===== src/rtl/mc_pkg.sv =====
// Shared types and constants for the multi-cycle main control sequencer.
package mc_pkg;

  localparam logic [5:0] OP_RTYPE = 6'b000000;
  localparam logic [5:0] OP_LW    = 6'b100011;
  localparam logic [5:0] OP_SW    = 6'b101011;
  localparam logic [5:0] OP_BEQ   = 6'b000100;
  localparam logic [5:0] OP_J     = 6'b000010;

  localparam logic [1:0] ALU_OP_ADD   = 2'b00;
  localparam logic [1:0] ALU_OP_SUB   = 2'b01;
  localparam logic [1:0] ALU_OP_FUNCT = 2'b10;

  localparam logic [1:0] ALUSRCB_B      = 2'b00;
  localparam logic [1:0] ALUSRCB_FOUR   = 2'b01;
  localparam logic [1:0] ALUSRCB_IMM    = 2'b10;
  localparam logic [1:0] ALUSRCB_IMM_SH = 2'b11;

  localparam logic [1:0] PCSRC_ALU    = 2'b00;
  localparam logic [1:0] PCSRC_ALUOUT = 2'b01;
  localparam logic [1:0] PCSRC_JUMP   = 2'b10;

  typedef enum logic [3:0] {
    S_FETCH,
    S_DECODE,
    S_MEM_ADDR,
    S_MEM_READ,
    S_MEM_WB,
    S_MEM_WRITE,
    S_EXECUTE,
    S_ALU_WB,
    S_BRANCH,
    S_JUMP,
    S_ERROR
  } state_e;

  // States that wait on the memory handshake and are guarded by the timeout.
  function automatic logic is_mem_state(state_e s);
    return (s == S_FETCH) || (s == S_MEM_READ) || (s == S_MEM_WRITE);
  endfunction

endpackage


===== src/rtl/mc_sequencer_if.sv =====
// Control bundle between the sequencer (master) and the datapath/memory (slave).
interface mc_sequencer_if #(parameter int CNT_W = 32);

  logic [5:0]       op_code;
  logic             mem_ready;
  logic             pc_write;
  logic             pc_write_cond;
  logic             i_or_d;
  logic             mem_read;
  logic             mem_write;
  logic             ir_write;
  logic             reg_dst;
  logic             mem_to_reg;
  logic             reg_write;
  logic             alu_src_a;
  logic [1:0]       alu_src_b;
  logic [1:0]       alu_op;
  logic [1:0]       pc_source;
  logic             illegal_op;
  logic             mem_timeout;
  logic [CNT_W-1:0] instr_retired;

  modport master (
    input  op_code, mem_ready,
    output pc_write, pc_write_cond, i_or_d, mem_read, mem_write, ir_write,
           reg_dst, mem_to_reg, reg_write, alu_src_a, alu_src_b, alu_op,
           pc_source, illegal_op, mem_timeout, instr_retired
  );

  modport slave (
    output op_code, mem_ready,
    input  pc_write, pc_write_cond, i_or_d, mem_read, mem_write, ir_write,
           reg_dst, mem_to_reg, reg_write, alu_src_a, alu_src_b, alu_op,
           pc_source, illegal_op, mem_timeout, instr_retired
  );

endinterface


===== src/rtl/mc_wait_timer.sv =====
// Counts consecutive cycles spent waiting on mem_ready within one memory access.
module mc_wait_timer #(
  parameter int MEM_TIMEOUT = 16
) (
  input  logic clk,
  input  logic rst_n,
  input  logic clear_i,
  input  logic tick_i,
  output logic expired_o
);

  localparam int W = (MEM_TIMEOUT < 2) ? 1 : $clog2(MEM_TIMEOUT + 1);
  localparam logic [W-1:0] LAST = W'(MEM_TIMEOUT - 1);

  logic [W-1:0] count_q;

  // The wait that brings the count up to MEM_TIMEOUT is the expiring one.
  assign expired_o = tick_i && (count_q == LAST);

  // Clear has priority so every new access starts from zero.
  always_ff @(posedge clk or negedge rst_n) begin
    if (!rst_n) begin
      count_q <= '0;
    end else if (clear_i) begin
      count_q <= '0;
    end else if (tick_i) begin
      count_q <= count_q + W'(1);
    end
  end

endmodule


===== src/rtl/mc_sequencer.sv =====
// Multi-cycle main control FSM: sequences fetch/decode/execute over a shared ALU and memory.
module mc_sequencer
  import mc_pkg::*;
#(
  parameter int MEM_TIMEOUT = 16,
  parameter int CNT_W       = 32
) (
  input  logic           clk,
  input  logic           rst_n,
  mc_sequencer_if.master bus
);

  state_e           state_q, state_d;
  logic [5:0]       op_q;
  logic [CNT_W-1:0] retired_q;
  logic             illegal_q;
  logic             timeout_q;
  logic             retire;
  logic             set_illegal;
  logic             set_timeout;
  logic             wait_tick;
  logic             expired;

  assign wait_tick = is_mem_state(state_q) && !bus.mem_ready;

  mc_wait_timer #(.MEM_TIMEOUT(MEM_TIMEOUT)) u_timer (
    .clk       (clk),
    .rst_n     (rst_n),
    .clear_i   (state_d != state_q),
    .tick_i    (wait_tick),
    .expired_o (expired)
  );

  assign bus.illegal_op    = illegal_q;
  assign bus.mem_timeout   = timeout_q;
  assign bus.instr_retired = retired_q;

  // State register, opcode latch, retire counter and sticky error flags.
  always_ff @(posedge clk or negedge rst_n) begin
    if (!rst_n) begin
      state_q   <= S_FETCH;
      op_q      <= '0;
      retired_q <= '0;
      illegal_q <= 1'b0;
      timeout_q <= 1'b0;
    end else begin
      state_q <= state_d;
      if (state_q == S_DECODE) op_q <= bus.op_code;
      if (retire) retired_q <= retired_q + CNT_W'(1);
      if (set_illegal) illegal_q <= 1'b1;
      if (set_timeout) timeout_q <= 1'b1;
    end
  end

  // Next-state and per-state datapath controls; only the FETCH handshake outputs are Mealy.
  always_comb begin
    state_d           = state_q;
    retire            = 1'b0;
    set_illegal       = 1'b0;
    set_timeout       = 1'b0;
    bus.pc_write      = 1'b0;
    bus.pc_write_cond = 1'b0;
    bus.i_or_d        = 1'b0;
    bus.mem_read      = 1'b0;
    bus.mem_write     = 1'b0;
    bus.ir_write      = 1'b0;
    bus.reg_dst       = 1'b0;
    bus.mem_to_reg    = 1'b0;
    bus.reg_write     = 1'b0;
    bus.alu_src_a     = 1'b0;
    bus.alu_src_b     = ALUSRCB_B;
    bus.alu_op        = ALU_OP_ADD;
    bus.pc_source     = PCSRC_ALU;
    case (state_q)
      S_FETCH: begin
        bus.mem_read  = 1'b1;
        bus.alu_src_b = ALUSRCB_FOUR;
        if (bus.mem_ready) begin
          bus.ir_write  = 1'b1;
          bus.pc_write  = 1'b1;
          bus.pc_source = PCSRC_ALU;
          state_d       = S_DECODE;
        end else if (expired) begin
          set_timeout = 1'b1;
          state_d     = S_ERROR;
        end
      end
      S_DECODE: begin
        bus.alu_src_b = ALUSRCB_IMM_SH;
        case (bus.op_code)
          OP_RTYPE:     state_d = S_EXECUTE;
          OP_LW, OP_SW: state_d = S_MEM_ADDR;
          OP_BEQ:       state_d = S_BRANCH;
          OP_J:         state_d = S_JUMP;
          default: begin
            set_illegal = 1'b1;
            state_d     = S_ERROR;
          end
        endcase
      end
      S_MEM_ADDR: begin
        bus.alu_src_a = 1'b1;
        bus.alu_src_b = ALUSRCB_IMM;
        state_d       = (op_q == OP_LW) ? S_MEM_READ : S_MEM_WRITE;
      end
      S_MEM_READ: begin
        bus.mem_read = 1'b1;
        bus.i_or_d   = 1'b1;
        if (bus.mem_ready) begin
          state_d = S_MEM_WB;
        end else if (expired) begin
          set_timeout = 1'b1;
          state_d     = S_ERROR;
        end
      end
      S_MEM_WB: begin
        bus.reg_write  = 1'b1;
        bus.mem_to_reg = 1'b1;
        state_d        = S_FETCH;
        retire         = 1'b1;
      end
      S_MEM_WRITE: begin
        bus.mem_write = 1'b1;
        bus.i_or_d    = 1'b1;
        if (bus.mem_ready) begin
          state_d = S_FETCH;
          retire  = 1'b1;
        end else if (expired) begin
          set_timeout = 1'b1;
          state_d     = S_ERROR;
        end
      end
      S_EXECUTE: begin
        bus.alu_src_a = 1'b1;
        bus.alu_op    = ALU_OP_FUNCT;
        state_d       = S_ALU_WB;
      end
      S_ALU_WB: begin
        bus.reg_write = 1'b1;
        bus.reg_dst   = 1'b1;
        state_d       = S_FETCH;
        retire        = 1'b1;
      end
      S_BRANCH: begin
        bus.alu_src_a     = 1'b1;
        bus.alu_op        = ALU_OP_SUB;
        bus.pc_write_cond = 1'b1;
        bus.pc_source     = PCSRC_ALUOUT;
        state_d           = S_FETCH;
        retire            = 1'b1;
      end
      S_JUMP: begin
        bus.pc_write  = 1'b1;
        bus.pc_source = PCSRC_JUMP;
        state_d       = S_FETCH;
        retire        = 1'b1;
      end
      S_ERROR: state_d = S_ERROR;
      default: state_d = S_ERROR;
    endcase
  end

endmodule


===== src/flat_wrapper.sv =====
// flat-port wrapper written by rule: the top's interface ports become plain ports
module mc_sequencer_flat import mc_pkg::*;
#(
  parameter int MEM_TIMEOUT = 16,
  parameter int CNT_W       = 32
)
  (clk, rst_n, bus_op_code, bus_mem_ready, bus_pc_write, bus_pc_write_cond, bus_i_or_d, bus_mem_read, bus_mem_write, bus_ir_write, bus_reg_dst, bus_mem_to_reg, bus_reg_write, bus_alu_src_a, bus_alu_src_b, bus_alu_op, bus_pc_source, bus_illegal_op, bus_mem_timeout, bus_instr_retired);
  mc_sequencer_if #(.CNT_W(CNT_W)) bus_i ();
  input  logic clk;
  input  logic rst_n;
  input wire logic [$bits(bus_i.op_code)-1:0] bus_op_code;
  input wire logic [$bits(bus_i.mem_ready)-1:0] bus_mem_ready;
  output wire logic [$bits(bus_i.pc_write)-1:0] bus_pc_write;
  output wire logic [$bits(bus_i.pc_write_cond)-1:0] bus_pc_write_cond;
  output wire logic [$bits(bus_i.i_or_d)-1:0] bus_i_or_d;
  output wire logic [$bits(bus_i.mem_read)-1:0] bus_mem_read;
  output wire logic [$bits(bus_i.mem_write)-1:0] bus_mem_write;
  output wire logic [$bits(bus_i.ir_write)-1:0] bus_ir_write;
  output wire logic [$bits(bus_i.reg_dst)-1:0] bus_reg_dst;
  output wire logic [$bits(bus_i.mem_to_reg)-1:0] bus_mem_to_reg;
  output wire logic [$bits(bus_i.reg_write)-1:0] bus_reg_write;
  output wire logic [$bits(bus_i.alu_src_a)-1:0] bus_alu_src_a;
  output wire logic [$bits(bus_i.alu_src_b)-1:0] bus_alu_src_b;
  output wire logic [$bits(bus_i.alu_op)-1:0] bus_alu_op;
  output wire logic [$bits(bus_i.pc_source)-1:0] bus_pc_source;
  output wire logic [$bits(bus_i.illegal_op)-1:0] bus_illegal_op;
  output wire logic [$bits(bus_i.mem_timeout)-1:0] bus_mem_timeout;
  output wire logic [$bits(bus_i.instr_retired)-1:0] bus_instr_retired;
  assign bus_i.op_code = bus_op_code;
  assign bus_i.mem_ready = bus_mem_ready;
  assign bus_pc_write = bus_i.pc_write;
  assign bus_pc_write_cond = bus_i.pc_write_cond;
  assign bus_i_or_d = bus_i.i_or_d;
  assign bus_mem_read = bus_i.mem_read;
  assign bus_mem_write = bus_i.mem_write;
  assign bus_ir_write = bus_i.ir_write;
  assign bus_reg_dst = bus_i.reg_dst;
  assign bus_mem_to_reg = bus_i.mem_to_reg;
  assign bus_reg_write = bus_i.reg_write;
  assign bus_alu_src_a = bus_i.alu_src_a;
  assign bus_alu_src_b = bus_i.alu_src_b;
  assign bus_alu_op = bus_i.alu_op;
  assign bus_pc_source = bus_i.pc_source;
  assign bus_illegal_op = bus_i.illegal_op;
  assign bus_mem_timeout = bus_i.mem_timeout;
  assign bus_instr_retired = bus_i.instr_retired;
  mc_sequencer #(.MEM_TIMEOUT(MEM_TIMEOUT), .CNT_W(CNT_W)) u_core (.clk(clk), .rst_n(rst_n), .bus(bus_i));
endmodule

===== config.mk =====
export PLATFORM = sky130hd
export DESIGN_NAME = mc_sequencer_flat
export DESIGN_NICKNAME = d
export VERILOG_FILES = /design/src/rtl/mc_pkg.sv /design/src/rtl/mc_sequencer_if.sv /design/src/rtl/mc_wait_timer.sv /design/src/rtl/mc_sequencer.sv /design/src/flat_wrapper.sv
export SDC_FILE = /design/constraint.sdc
export NUM_CORES = 1
export LEC_CHECK = 0
export CAP_MARGIN = 10
export CORE_UTILIZATION = 50
export DETAILED_ROUTE_END_ITERATION = 6
export PLACE_DENSITY_LB_ADDON = 0.2
export SLEW_MARGIN = 20
export SYNTH_ARGS = -nofsm -noshare
export SYNTH_HDL_FRONTEND = slang
export SYNTH_SLANG_ARGS = --single-unit
export TNS_END_PERCENT = 5

===== constraint.sdc =====
create_clock -name clk -period 2.85 [get_ports clk]
set_clock_uncertainty 0.2 [all_clocks]
set_input_delay 0.57 -clock clk [delete_from_list [all_inputs] [get_ports clk]]
set_output_delay 0.57 -clock clk [all_outputs]
set_load 0.02 [all_outputs]

==> results by group <==
Outcome
  • Outcome: complete, no violations

GRT
  • Largest net degree at the start of global routing: 50
  • Initial antenna violation count: 0
  • Number of global-route vias before repair: 1979
  • First-pass GRT wire length: 9430 um
  • Total GRT Usage: 0.219
  • Grt ovf: 0

Timing
  • Setup TNS: 0 ps
  • Post-layout worst setup margin: 139 ps
  • Fin crit share: 0.951
  • Minimum clock period: 2710 ps
  • Slew HR: 0.592
  • Final Max Slew Viols: 0
  • Final Hold Fails: 0
  • Fmax: 369 MHz
  • Final setup fails: 0
  • Worst Tran Pin Value: 612 ps
  • Unrepaired setup endpoints after global routing: no

Detailed routing
  • WL per Instance: 13.8 um
  • Via count: 2202
  • Via density: 5.36
  • Final ANT Viol Nets: 0
  • Routed WL: 5670 um
  • # DRC: 0
  • Drt first pass iters: 4
  • Drt initial violations: 140

Synth
  • Commonest cells post-synth: dfrtp_1, nand2_1, nor2_1, xor2_1, xnor2_1
  • Mapped Cells: 275
  • Post-synth EDFFs: 0
  • Synth warn: 0
  • Synthesized Nets: 287
  • Most frequent cell after synthesis: dfrtp_1
  • Synth top area share: 0.455
  • Post-Syn Area per Cell: 9.79 um^2
  • Synth area leaders: dfrtp_1, xor2_1, xnor2_1
  • Ys async rst share: 1.00
  • Synth unique cells: 52
  • Yosys top cell by area: dfrtp_1
  • Flops & latches, synth: 49
  • Sequential area share after synthesis: 0.455
  • Top FF cell, synth: dfrtp_1
  • Synthesized area: 0.00269 mm^2

Layout
  • Layout Cells excl Fill: 411
  • Fraction of layout cells with a size suffix above 1: 0.126
  • ANT cells: 0
  • Layout area overhead: 28.5%
  • NumNets Final: 352

Clock tree
  • Clk slew on worst S/H paths: 80 ps
  • Later-pin clock latency in the skew report: 290 ps
  • CTS tree: built
  • CTS Hold Bufs: 0
  • Clock root cell: clkbuf_8
  • Worst-case clock buffer depth: 2
  • H-Tree Depth: 2
  • Clock sinks: 49
  • TritonCTS Buffers: 5

Critical path
  • Crit path DAT: 1940 ps
  • CP endpoint kind: output pin
  • Reg2reg start: u_core.u_timer.count_q[0]
  • Worst path required time: 2080 ps
  • Worst Setup SP: u_core.state_q[0]
  • Crit Path Max Fanout: 13
  • Crit path kind: flop to output pin
  • Startpoint types: flop

Die
  • Core area: 0.00514 mm^2
  • Die W: 75.4 um
  • Starting Density: 0.524
  • Top-Level Pins: 59
  • Die height: 75.4 um
  • Row Count: 26
  • Die Area: 0.00568 mm^2

Pwr
  • VDD IR max: 0.000262 V
  • Internal: 0.882 mW
  • Clock power frac: 0.351
  • Sw Ratio: 0.216
  • Pwr per Cell Area: 325 mW/mm^2
  • Combinational power share: 0.031
  • P_sw: 0.242 mW
  • Leakage: 1.49 nW
  • Reg power frac: 0.618

Place
  • Hpwl dp: 4150 um
  • Buffers on Ports: 58
  • Placed cells: 403
  • Place WS: 118 ps
  • RD Place Congestion: 0.925

Job
  • Maxcap violations: 0

Min path
  • Hold Path Class: input port to asynchronous set/reset pin
## layout make-up
class	count	area, um^2
Clock buffer	7	76.3
Tap cell	70	87.6
Sequential cell	49	1230
Multi-Input combinational cell	205	1360
Clock inverter	1	7.51
Timing Repair Buffer	69	661
Inverter	10	37.5
Fill cell	464	1680
## repair_timing
| action | CTS | global route |
|---|---|---|
| gates resized for setup | 0 | 2 |
| setup endpoints to repair | 0 | 3 |
| buffers inserted | 0 | 0 |
## flip-flops by register name, indices dropped and copies added (netlist names)
register / cells
u_core.bus.mem_timeout: 1
u_core.bus.illegal_op: 1
u_core.bus.instr_retired: 32
u_core.state_q: 4
u_core.u_timer.count_q: 5
u_core.op_q: 6
## per-layer routing
| layer | up-vias | wire length, um | track usage |
|---|---|---|---|
| li1 | 1076 | - | - |
| met1 | 1056 | 2640 | 0.321 |
| met2 | 64 | 2690 | 0.337 |
| met3 | 6 | 284 | 0.0437 |
| met4 | 0 | 63 | 0.0535 |
| met5 | - | 0 | 0 |
## cells by family after synthesis
kind of cell,count (synthesis),share of synthesized area
AO/OA/AOI/OAI,27,0.0697
XOR/XNOR,37,0.120
adder cells (fa/ha/maj),3,0.0139
buffers and inverters,21,0.0381
flip-flops,49,0.455
multiplexers,2,0.00929
AND/OR/NAND/NOR,136,0.293
## stage by stage
| stage | cell area [um^2] | power (mW) | util | hold WS [ps] |
|---|---|---|---|---|
| global placement | 3370 | 0.744 | 0.656 | 255 |
| floorplan | 2690 | 0.712 | - | 74.4 |
| finish | 3460 | 1.12 | 0.673 | 163 |
| CTS | 3460 | 1.14 | 0.673 | 189 |
| detailed placement | 3370 | 0.745 | 0.656 | 254 |
| global route | 3460 | 1.16 | 0.673 | 233 |
## final timing paths
path / endpoint / slack (ps) / depth (start not counted)
hold reg to reg: u_core.bus.instr_retired[31] / 270 / 1
setup / recovery: bus_alu_op[0] / 140 / 3
hold / removal: u_core.state_q[0] / 160 / 2
min in group clk: u_core.bus.instr_retired[31] / 270 / 1
max in group asynchronous: u_core.state_q[1] / 1850 / 2
setup reg to reg: u_core.u_timer.count_q[0] / 200 / 7
## layout by cell type, fill, tap and decap left out, types with 2 or more instances in the layout
cell type,Yosys,routed
nand4b_1,2,2
nand2_1,38,38
o21ai_0,5,5
dfrtp_1,49,48
nor4_1,5,5
buf_4,3,11
o21ai_2,2,2
nor2_1,22,22
nand4_1,6,6
xnor2_1,17,17
nor3_1,13,13
clkbuf_8,0,5
clkdlybuf4s50_1,0,56
clkbuf_1,3,2
nor3_2,9,9
nand2b_1,7,7
or2_1,3,3
and3_1,6,6
xor2_1,20,20
o31ai_1,2,2
ha_1,3,3
nand3_1,9,9
a31oi_1,2,2
inv_1,9,9
and2_1,2,2
nor4_2,2,2
a21oi_1,6,6
## critical path, stage by stage (launching register included)
cell	delay [ps]
dfrtp_1	460
buf_4	210
nor3_1	300
clkdlybuf4s50_1	670
## power by group through the flow
stage | Combinational [mW] | Clock, mW | Sequential (mW)
floorplan | 0.00349 | 0 | 0.709
global placement | 0.0357 | 0 | 0.708
detailed placement | 0.0364 | 0 | 0.708
CTS | 0.0365 | 0.405 | 0.695
global route | 0.0404 | 0.429 | 0.695
finish | 0.0352 | 0.395 | 0.694
(Power assumes the default switching activity.)
